$ cat src/rtl/pulse_tx.sv
// Pulse-width serial transmitter: each bit is a low space whose width encodes the bit,
// followed by a fixed-width high mark. LSB first, 8 bits per frame, all outputs registered.
module pulse_tx #(
    parameter int unsigned T1 = 3,
    parameter int unsigned T0 = 11,
    parameter int unsigned TM = 4
) (
    input  logic       clock,
    input  logic       reset,
    input  logic [7:0] byte_in,
    input  logic       dav,
    output logic       rfd,
    output logic       txd,
    output logic       done
);

    // Receiver decodes space <8 as 1 and >=8 as 0; mark must fit the 4-bit counter.
    if (T1 == 0 || T1 > 6) begin : g_bad_t1
        $error("pulse_tx: T1 must be in 1..6");
    end
    if (T0 < 9 || T0 > 14) begin : g_bad_t0
        $error("pulse_tx: T0 must be in 9..14");
    end
    if (TM < 3 || TM > 16) begin : g_bad_tm
        $error("pulse_tx: TM must be in 3..16");
    end

    localparam logic [3:0] W1     = 4'(T1 - 1);
    localparam logic [3:0] W0     = 4'(T0 - 1);
    localparam logic [3:0] WM     = 4'(TM - 1);
    // The final mark is one clock short: the IDLE cycle that follows supplies its last clock,
    // so back-to-back frames see exactly TM mark clocks between them.
    localparam logic [3:0] WMLAST = 4'(TM - 2);

    typedef enum logic [1:0] {
        StIdle,
        StSpace,
        StMark
    } state_e;

    state_e     state_q, state_d;
    logic [3:0] cnt_q, cnt_d;
    logic [2:0] idx_q, idx_d;
    logic [7:0] shift_q, shift_d;
    logic       done_d;

    always_comb begin
        state_d = state_q;
        cnt_d   = cnt_q;
        idx_d   = idx_q;
        shift_d = shift_q;
        done_d  = 1'b0;
        unique case (state_q)
            StIdle: begin
                if (dav && rfd) begin
                    state_d = StSpace;
                    shift_d = byte_in;
                    idx_d   = 3'd0;
                    cnt_d   = byte_in[0] ? W1 : W0;
                end
            end
            StSpace: begin
                if (cnt_q == 4'd0) begin
                    state_d = StMark;
                    cnt_d   = (idx_q == 3'd7) ? WMLAST : WM;
                end else begin
                    cnt_d = cnt_q - 4'd1;
                end
            end
            StMark: begin
                if (cnt_q != 4'd0) begin
                    cnt_d = cnt_q - 4'd1;
                end else if (idx_q == 3'd7) begin
                    state_d = StIdle;
                    done_d  = 1'b1;
                end else begin
                    state_d = StSpace;
                    shift_d = {1'b0, shift_q[7:1]};
                    idx_d   = idx_q + 3'd1;
                    cnt_d   = shift_q[1] ? W1 : W0;
                end
            end
            default: state_d = StIdle;
        endcase
    end

    always_ff @(posedge clock) begin
        if (reset) begin
            state_q <= StIdle;
            cnt_q   <= 4'd0;
            idx_q   <= 3'd0;
            shift_q <= 8'd0;
            txd     <= 1'b1;
            rfd     <= 1'b1;
            done    <= 1'b0;
        end else begin
            state_q <= state_d;
            cnt_q   <= cnt_d;
            idx_q   <= idx_d;
            shift_q <= shift_d;
            txd     <= (state_d != StSpace);
            rfd     <= (state_d == StIdle);
            done    <= done_d;
        end
    end

endmodule

$ cat config.mk
export PLATFORM = sky130hd
export DESIGN_NAME = pulse_tx
export DESIGN_NICKNAME = d
export VERILOG_FILES = /design/src/rtl/pulse_tx.sv
export SDC_FILE = /design/constraint.sdc
export NUM_CORES = 1
export LEC_CHECK = 0
export ABC_AREA = 1
export BUFFER_PORTS_ARGS = -buffer_cell sky130_fd_sc_hd__buf_2
export CAP_MARGIN = 25
export CORE_UTILIZATION = 43
export CTS_CLUSTER_SIZE = 24
export DETAILED_ROUTE_END_ITERATION = 8
export PLACE_DENSITY = 0.64
export SYNTH_ARGS = -nofsm -noshare
export SYNTH_HDL_FRONTEND = slang
export SYNTH_SLANG_ARGS = --single-unit
$ cat constraint.sdc
create_clock -name clock -period 1.9 [get_ports clock]
set_clock_uncertainty 0.05 [all_clocks]
set_input_delay 0.285 -clock clock [delete_from_list [all_inputs] [get_ports clock]]
set_output_delay 0.285 -clock clock [all_outputs]
set_load 0.01 [all_outputs]
==> qor.txt <==
worst hold path type = in2reg
Mapped Area = 0.00111 mm²
violated checks = DRC
CP arrival = 1960 ps
Yosys top cell area share = 34.4%
Mapped Avg Cell Area = 7.04 µm²
maxcap violations = 0
hold path startpoint = reset
CTS tree = done
Clock Sinks = 19
Synth area leader = dfxtp_1
Hold Vio Cnt, Final = 0
final setup TNS = 0 ps
status = complete, but fails checks
critical path class = reg2reg
# nets final = 196
worst setup margin = 136 ps
Power Density = 1730 mW/mm²
Leak = 0.614 nW
Reg area = 382 µm²
vias per std cell = 4.90
Final ANT Viol Nets = 0
CP startpoint kind = register
Final period util = 92.8%
IO Pins = 14
CTS buffer count = 3
Tmin final = 1760 ps
FF-to-FF Start = state_q[0]
R2R depth = 10
Max-slew headroom = 75.2%
die height = 52.7 µm
Initial Util = 45.1%
Root Driver = clkbuf_4
wire per inst = 10.9 µm
vias in the first global route = 850
antenna violations before repair = 0
clk slew on worst S/H paths = 120 ps
DIE WIDTH = 52.7 µm
WHS Endpoint = idx_q[2]
WHS Path Cells = 2
RSZ-0062 raised after global routing = no
Die Area = 0.00278 mm²
sequential element share of the synthesized area = 34.4%
Layout fillers = 257
core area = 0.00245 mm²
Vias = 1004
n_diodes = 0
area delta synth->final = 12.4%
Hold WS = 175 ps
Post-Synthesis Cells = 157
port bufs = 13
fraction of layout cells with a size suffix above 1 = 20.6%
final WL = 2240 µm
Yosys cell types = 21
grt ovf = 0
Crit path required time = 2100 ps
Synth Register Bits = 19
endpoint class of the critical path = register
DRC errors left = 1
top cells by area, synth = dfxtp_1, nand2_1, ha_1
VDD IR max = 844 µV
row cnt = 18
Longest Clk Path Bufs = 2
Slew @ Worst Pin = 372 ps
gpl congestion = 0.765
initial drt markers = 28
critical-path maximum fanout = 10
largest net degree at the start of global routing = 18
Worst R2R Setup Slack = 140 ps
Total Power Consumption = 2.15 mW
clock latency at the later pin of the worst-skew pair = 310 ps
first drt pass iteration count = 6
Achievable Freq = 567 MHz
first-pass GRT wire length = 3590 µm
Place WS = 184 ps
GRT Resource Usage Total = 17.8%
htree depth = 1
DPL Wire Length = 1670 µm
Final Max Tran Viols = 0
RR Endpoint = shift_q[7]
final setup violation count = 0
syn nets = 177
final core utilization = 50.7%
warning count from the yosys run = 0
area of the multi-input gates = 638 µm²
-- what timing repair did --
action / 4_1_cts / 5_1_grt
hold buffers: 0 / 0
setup endpoints to repair: 0 / 4
resized for setup: 0 / 2
setup buffers: 0 / 2
-- registers in the layout, indices dropped and copies added, names as in the netlist --
signal   cells
rfd          1
cnt_q        4
state_q      2
idx_q        3
done         1
shift_q      7
txd          1
-- worst max-delay path by stage --
stage,to,startpoint,depth (start not counted)
after floorplan,idx_q[1],state_q[0],10
after global placement,shift_q[2],state_q[0],10
after detailed placement,shift_q[3],state_q[0],10
after CTS,shift_q[3],state_q[0],10
after global routing,shift_q[7],state_q[0],10
final,shift_q[7],state_q[0],10
-- report_power, final --
| part | switching, mW | total [mW] | leakage, nW | internal, mW |
|---|---|---|---|---|
| Sequential | 0.0948 | 0.628 | 0.157 | 0.533 |
| Combinational | 0.803 | 1.31 | 0.440 | 0.510 |
| Clock | 0.133 | 0.212 | 0.0177 | 0.0786 |
| Total | 1.03 | 2.15 | 0.614 | 1.12 |
-- routing by layer --
layer	track usage (%)	wire length [µm]	vias up
met5	0	0	-
met4	7.89	14	0
met3	3.48	58	2
met2	28.3	1080	15
met1	23.0	1090	450
li1	-	-	537
-- kinds of logic after synthesis --
logic type                 count (synthesis)  synth area share (%)
adders and majority gates                  9                  10.2
buffers and inverters                     19                  7.92
DFF                                       19                  34.4
and+or+nand+nor                           94                  38.8
AOI/OAI and AO/OA                         16                  8.71
-- cells in the mapped netlist (all sizes together) --
library cell	instances
nand2	47
nor2	26
dfxtp	19
nand3	19
inv	15
ha	9
a21oi	8
o21ai	6
buf	3
o211ai	2
clkbuf	1
nand4	1
nor3	1
-- cell usage in the layout, fill, tap and decap left out, drive strengths merged --
cell type  netlist  layout
a21oi            8       8
buf              3      18
clkbuf           1       3
clkinv           0       1
dfxtp           19      19
ha               9       9
inv             15      15
nand2           47      47
nand3           19      19
nand4            1       1
nor2            26      26
nor3             1       1
o211ai           2       2
o21ai            6       6
-- critical path, cell delays in order, from the launching register on --
cell and delay, ps:
dfxtp_2 390, inv_1 90, ha_1 250, inv_2 100, nand2_1 90, o21ai_4 80
nand2_4 100, nor2_8 190, buf_4 200, nand3_2 70, a21oi_1 120
-- stage by stage --
step	cells	instance area, µm²
after global placement	199	1200
after detailed placement	199	1200
after CTS	203	1230
final	205	1240
after global routing	205	1240
after floorplan	157	1110
-- final cells by class --
cell class | count | share of cell area, %
Clock buffer | 3 | 1.81
Clock inverter | 1 | 0.402
Inverter | 15 | 4.53
Multi-Input combinational cell | 119 | 51.3
Sequential cell | 19 | 30.7
Tap cell | 30 | 3.02
Timing Repair Buffer | 18 | 8.25
(Power assumes the default switching activity.)
